[src/rtl/traffic_pkg.sv]
// ============================================================================
//  Module      : traffic_pkg
//  Description : Shared types for the intersection controller: light codes
//                and the per-street detector state encoding.
//  Revision    : 1.0  initial release
// ============================================================================
`default_nettype none

package traffic_pkg;

    // Light codes, shared with the downstream light FSM.
    typedef enum logic [1:0] {
        RED    = 2'd0,
        YELLOW = 2'd1,
        GREEN  = 2'd2
    } light_t;

    typedef enum logic [1:0] {
        IDLE    = 2'd0,
        QUAL    = 2'd1,
        PRESENT = 2'd2,
        HOLD    = 2'd3
    } det_state_t;

    function automatic int max_int(input int a, input int b);
        return (a > b) ? a : b;
    endfunction

endpackage

`default_nettype wire

[src/rtl/car_detect_if.sv]
// ============================================================================
//  Module      : car_detect_if
//  Description : Sensor-in / presence-out bundle between the loop sensors and
//                the light FSM. Count signals exist only with CAR_COUNT_EN.
//  Revision    : 1.0  initial release
// ============================================================================
`default_nettype none

interface car_detect_if
`ifdef CAR_COUNT_EN
    #(parameter int CNT_W = 8)
`endif
;
    logic senseA_raw;
    logic senseB_raw;
    logic carA;
    logic carB;
`ifdef CAR_COUNT_EN
    logic [CNT_W-1:0] countA;
    logic [CNT_W-1:0] countB;
`endif

    modport master (
        output senseA_raw,
        output senseB_raw,
        input  carA,
        input  carB
`ifdef CAR_COUNT_EN
        ,
        input  countA,
        input  countB
`endif
    );

    modport slave (
        input  senseA_raw,
        input  senseB_raw,
        output carA,
        output carB
`ifdef CAR_COUNT_EN
        ,
        output countA,
        output countB
`endif
    );

endinterface

`default_nettype wire

[src/rtl/car_detect_ch.sv]
// ============================================================================
//  Module      : car_detect_ch
//  Description : One street channel: 2-flop synchroniser, debounce/hold FSM,
//                shared timer and (with CAR_COUNT_EN) saturating car counter.
//  Revision    : 1.0  initial release
// ============================================================================
`default_nettype none

module car_detect_ch
    import traffic_pkg::*;
#(
    parameter int DEB_CYCLES  = 4,
    parameter int HOLD_CYCLES = 8
`ifdef CAR_COUNT_EN
    ,
    parameter int CNT_W       = 8
`endif
) (
    input  wire logic             clk,
    input  wire logic             rst,
    input  wire logic             sense_raw,
    output logic                  car
`ifdef CAR_COUNT_EN
    ,
    output logic [CNT_W-1:0]      count
`endif
);

    localparam int TMR_W = $clog2(max_int(DEB_CYCLES, HOLD_CYCLES) + 1);
    localparam logic [TMR_W-1:0] DEB_LAST  = TMR_W'(DEB_CYCLES - 1);
    localparam logic [TMR_W-1:0] HOLD_LAST = TMR_W'(HOLD_CYCLES - 1);
    localparam logic [TMR_W-1:0] TMR_ONE   = TMR_W'(1);

    logic             sync_meta;
    logic             sync_s;
    det_state_t       state;
    det_state_t       state_next;
    logic [TMR_W-1:0] tmr;
    logic [TMR_W-1:0] tmr_next;
    logic             new_car;
    logic             car_next;

    always_ff @(posedge clk or posedge rst) begin
        if (rst) begin
            sync_meta <= 1'b0;
            sync_s    <= 1'b0;
        end else begin
            sync_meta <= sense_raw;
            sync_s    <= sync_meta;
        end
    end

    always_ff @(posedge clk or posedge rst) begin
        if (rst) begin
            state <= IDLE;
            tmr   <= '0;
            car   <= 1'b0;
        end else begin
            state <= state_next;
            tmr   <= tmr_next;
            car   <= car_next;
        end
    end

    always_comb begin
        state_next = state;
        tmr_next   = tmr;
        new_car    = 1'b0;
        case (state)
            IDLE: begin
                if (sync_s) begin
                    state_next = QUAL;
                    tmr_next   = TMR_ONE;
                end else begin
                    tmr_next   = '0;
                end
            end
            QUAL: begin
                if (!sync_s) begin
                    state_next = IDLE;
                    tmr_next   = '0;
                end else if (tmr == DEB_LAST) begin
                    state_next = PRESENT;
                    tmr_next   = '0;
                    new_car    = 1'b1;
                end else begin
                    tmr_next   = tmr + TMR_ONE;
                end
            end
            PRESENT: begin
                if (!sync_s) begin
                    state_next = HOLD;
                    tmr_next   = TMR_ONE;
                end else begin
                    tmr_next   = '0;
                end
            end
            HOLD: begin
                // Sensor back before expiry means the same vehicle: skip qualification.
                // Expiry fires as the timer would reach HOLD_CYCLES, so car falls
                // HOLD_CYCLES+2 edges after the sensor drops.
                if (sync_s) begin
                    state_next = PRESENT;
                    tmr_next   = '0;
                end else if (tmr >= HOLD_LAST) begin
                    state_next = IDLE;
                    tmr_next   = '0;
                end else begin
                    tmr_next   = tmr + TMR_ONE;
                end
            end
            default: begin
                state_next = IDLE;
                tmr_next   = '0;
            end
        endcase
        car_next = (state_next == PRESENT) || (state_next == HOLD);
    end

`ifdef CAR_COUNT_EN
    always_ff @(posedge clk or posedge rst) begin
        if (rst) begin
            count <= '0;
        end else if (new_car && (count != {CNT_W{1'b1}})) begin
            count <= count + 1'b1;
        end
    end
`endif

endmodule

`default_nettype wire

[src/rtl/car_detect.sv]
// ============================================================================
//  Module      : car_detect
//  Description : Vehicle-loop front end; two independent car_detect_ch
//                channels producing carA/carB. Optional feature macro:
//                CAR_COUNT_EN (adds countA/countB vehicle counters).
//  Revision    : 1.0  initial release
// ============================================================================
`default_nettype none

module car_detect
    import traffic_pkg::*;
#(
    parameter int DEB_CYCLES  = 4,
    parameter int HOLD_CYCLES = 8
`ifdef CAR_COUNT_EN
    ,
    parameter int CNT_W       = 8
`endif
) (
    input  wire logic   clk,
    input  wire logic   rst,
    car_detect_if.slave bus
);

    car_detect_ch #(
        .DEB_CYCLES  (DEB_CYCLES),
        .HOLD_CYCLES (HOLD_CYCLES)
`ifdef CAR_COUNT_EN
        ,
        .CNT_W       (CNT_W)
`endif
    ) u_ch_a (
        .clk       (clk),
        .rst       (rst),
        .sense_raw (bus.senseA_raw),
        .car       (bus.carA)
`ifdef CAR_COUNT_EN
        ,
        .count     (bus.countA)
`endif
    );

    car_detect_ch #(
        .DEB_CYCLES  (DEB_CYCLES),
        .HOLD_CYCLES (HOLD_CYCLES)
`ifdef CAR_COUNT_EN
        ,
        .CNT_W       (CNT_W)
`endif
    ) u_ch_b (
        .clk       (clk),
        .rst       (rst),
        .sense_raw (bus.senseB_raw),
        .car       (bus.carB)
`ifdef CAR_COUNT_EN
        ,
        .count     (bus.countB)
`endif
    );

endmodule

`default_nettype wire

[src/flat_wrapper.sv]
// flat-port wrapper written by rule: the top's interface ports become plain ports
module car_detect_flat import traffic_pkg::*;
#(
    parameter int DEB_CYCLES  = 4,
    parameter int HOLD_CYCLES = 8

)
  (clk, rst, bus_senseA_raw, bus_senseB_raw, bus_carA, bus_carB);
  car_detect_if bus_i ();
  input  wire logic clk;
  input  wire logic rst;
  input wire logic [$bits(bus_i.senseA_raw)-1:0] bus_senseA_raw;
  input wire logic [$bits(bus_i.senseB_raw)-1:0] bus_senseB_raw;
  output wire logic [$bits(bus_i.carA)-1:0] bus_carA;
  output wire logic [$bits(bus_i.carB)-1:0] bus_carB;
  assign bus_i.senseA_raw = bus_senseA_raw;
  assign bus_i.senseB_raw = bus_senseB_raw;
  assign bus_carA = bus_i.carA;
  assign bus_carB = bus_i.carB;
  car_detect #(.DEB_CYCLES(DEB_CYCLES), .HOLD_CYCLES(HOLD_CYCLES)) u_core (.clk(clk), .rst(rst), .bus(bus_i));
endmodule
[config.mk]
export PLATFORM = sky130hd
export DESIGN_NAME = car_detect_flat
export DESIGN_NICKNAME = d
export VERILOG_FILES = /design/src/rtl/traffic_pkg.sv /design/src/rtl/car_detect_if.sv /design/src/rtl/car_detect_ch.sv /design/src/rtl/car_detect.sv /design/src/flat_wrapper.sv
export SDC_FILE = /design/constraint.sdc
export NUM_CORES = 1
export LEC_CHECK = 0
export ABC_AREA = 1
export BUFFER_PORTS_ARGS = -buffer_cell sky130_fd_sc_hd__buf_2
export CAP_MARGIN = 10
export CORE_MARGIN = 1.5
export CORE_UTILIZATION = 38
export DETAILED_ROUTE_END_ITERATION = 8
export PLACE_DENSITY = 0.66
export SLEW_MARGIN = 5
export SYNTH_ARGS = -nofsm -noshare
export SYNTH_HDL_FRONTEND = slang
export SYNTH_HIERARCHICAL = 1
export SYNTH_SLANG_ARGS = --single-unit
[constraint.sdc]
create_clock -name clk -period 2.44 [get_ports clk]
set_clock_uncertainty 0.2 [all_clocks]
set_input_delay 0.122 -clock clk [delete_from_list [all_inputs] [get_ports clk]]
set_output_delay 0.122 -clock clk [all_outputs]
set_load 0.02 [all_outputs]
==> run summary <==
outcome -> finished clean
Port Buffer Count -> 5
Synth Instances -> 91
gp weighted congestion -> 0.8295
worst r2r src -> u_core/u_ch_b/tmr[0]$_DFF_PP0_
Detail Placement HPWL -> 960.1 µm
Slew Viols, Final -> 0
largest net degree at the start of global routing -> 10
synthesized area -> 779.5 µm²
CP Data Arrival Time -> 1.44 ns
Sequential Area -> 425.4 µm²
setup TNS -> 0 ns
setup violators final -> 0
global-route usage over all layers -> 0.1373
multi-input gate area in the final layout -> 305.3 µm²
syn nets -> 97
DP Area -> 838.3 µm²
Sw Pwr -> 289.4 µW
WP data required -> 2.47 ns
Clock power frac -> 0.189
Final ANT Viol Nets -> 0
Total Wirelength -> 1259 µm
Netlist cell types -> 20
initial antenna violation count -> 0
Commonest cells post-synth -> 28 x nand2_1, 17 x dfrtp_1, 11 x inv_1
mean area per synthesized cell -> 8.566 µm²
Die Ht -> 48.29 µm
Worst Hold Class -> input port to async pin
Post-route DRC -> 0
Resize count post-CTS -> 0
total core area -> 0.001942 mm²
area share of the largest cell type after synthesis -> 0.5457
die width -> 48.29 µm
Worst Setup Start Kind -> flip-flop
placed cell count -> 123
Comb power frac -> 0.300
Synthesis Warnings -> 6
row count -> 16
register bit total from synthesis -> 17
vias per cell -> 4.623
asr flop ratio synth -> 1.000
endpoints failing hold -> 0
global-route wire length before repair -> 2118 µm
Post-synth EDFFs -> 0
Max-slew headroom -> 0.7727
Seq/Total Area, Yosys -> 0.5457
TritonCTS Buffers -> 3
CTS root buf -> clkbuf_4
leakage -> 0.0004788 µW
RSZ-0062 raised after global routing -> no
Worst Path Max Fanout -> 4
Synth area leaders -> dfrtp_1 55%, nand2_1 13%, inv_1 5.3%
die area -> 0.002332 mm²
CP Launch Point -> u_core/u_ch_b/tmr[0]$_DFF_PP0_
ys flop type -> dfrtp_1
area leader, netlist -> dfrtp_1
fin cells -> 130
Worst Path Class, Setup -> flip-flop to flip-flop
crit path time final -> 1.407 ns
via count -> 601
CTS clk-pin slew, worst paths -> 0.09 ns
fin crit share -> 0.5766
layout cell share with drive strength beyond 1 -> 0.1553
TritonRoute pass-1 iters -> 4
power per cell area -> 891.0 mW/mm²
CP endpoint kind -> flip-flop
clk buf depth -> 2
nets -> 110
Max Cap Viol -> 0
fillcell total -> 191
VDD IR max -> 408.9 µV
CTS tree -> built
1st-iter DRT viols -> 17
Area Growth Syn to Fin -> 14.77%
P_int -> 507.6 µW
Sw Share -> 0.3631
clk sinks -> 17
max frequency -> 710.8 MHz
grt total ovfl -> 0
most instantiated library cell after synthesis -> nand2_1
# diodes -> 0
vias in the first global route -> 511
H-tree level count -> 1
sequential power share -> 0.511
Initial Util -> 0.4014
Worst-Skew Late Latency -> 0.29 ns
Ports -> 6
overall power -> 797.1 µW
average wire per standard cell -> 9.685 µm
worst-margin pin slew -> 0.3405 ns
final instance area -> 894.6 µm²
==> final cells by class <==
| cell class | instances | area share |
|---|---|---|
| clock buffers | 4 | 0.02937 |
| inverters | 13 | 0.05455 |
| multi-input cells | 61 | 0.3413 |
| flip-flops and latches | 17 | 0.4755 |
| well taps | 27 | 0.03776 |
| repair buffers | 8 | 0.06154 |
==> cell usage in the layout, fill, tap and decap left out, drive strengths merged, types with 3 or more instances in the layout <==
| cell type | n |
|---|---|
| dfrtp | 17 |
| buf | 5 |
| o21ai | 3 |
| nor2 | 9 |
| nand3 | 6 |
| nand2 | 29 |
| clkbuf | 4 |
| inv | 13 |
| dlygate4sd3 | 3 |
| a21oi | 4 |
==> state kept, by name (all words and copies together), names as in the netlist <==
register                 flops
u_core/u_ch_a/car            1
u_core/u_ch_a/state          2
u_core/u_ch_a/sync_meta      1
u_core/u_ch_a/sync_s         1
u_core/u_ch_a/tmr            4
u_core/u_ch_b/car            1
u_core/u_ch_b/state          1
u_core/u_ch_b/sync_meta      1
u_core/u_ch_b/sync_s         1
u_core/u_ch_b/tmr            4
==> through the flow <==
stage                     worst slack (ns)    util  hold slack (ns)
after floorplan                      1.140       -          -0.2623
after global placement               1.059  0.4317          -0.1027
after detailed placement             1.044  0.4317         -0.09824
after CTS                            1.020  0.4607           0.1202
after global routing                0.9387  0.4607           0.1361
final                                1.033  0.4607           0.1152
==> cell families after synthesis <==
kind of cell,after synthesis,share of synthesized area
AOI/OAI and AO/OA,9,0.06902
xor gates and xnor gates,2,0.02248
adders and majority gates,2,0.03210
buffers and inverters,13,0.06260
DFF,17,0.5457
and+or+nand+nor,48,0.2681
==> power by group through the flow <==
stage | Combinational (µW) | Clock (µW) | Sequential (µW)
after floorplan | 174 | 0 | 418
after global placement | 236 | 0 | 410
final | 239 | 150 | 407
after detailed placement | 238 | 0 | 414
after global routing | 277 | 171 | 421
after CTS | 244 | 157 | 408
==> path summary, 6_finish.rpt <==
path,endpoint,slack [ns],cells past startpoint
min in group clk,u_core/u_ch_b/sync_s$_DFF_PP0_,0.16,0
worst min register to register,u_core/u_ch_b/sync_s$_DFF_PP0_,0.16,0
worst min-delay path,u_core/u_ch_b/tmr[0]$_DFF_PP0_,0.12,3
worst max register to register,u_core/u_ch_b/tmr[2]$_DFF_PP0_,1.03,6
worst max-delay path,u_core/u_ch_b/tmr[2]$_DFF_PP0_,1.03,6
max in group asynchronous,u_core/u_ch_a/tmr[2]$_DFF_PP0_,1.66,3
==> worst max-delay path: stages (launching register included) <==
cell and delay [ns]:
dfrtp_1 0.41, ha_1 0.27, a21oi_2 0.20, nand2_1 0.09, nand2_1 0.08, inv_2 0.05
nor2_2 0.07
==> metal layers <==
metal | vias up | wire length, µm | GRT usage
met3 | 4 | 29 | 0.03333
met1 | 279 | 612 | 0.1795
met4 | 0 | 32 | 0.09730
met2 | 9 | 584 | 0.1974
met5 | - | 0 | 0
li1 | 309 | - | -
==> repair_timing <==
action	in CTS	in global routing
hold buffers	3	0
buffers inserted	0	0
hold endpoints to repair	19	0
Note: power is estimated with default switching activity, not from simulation.
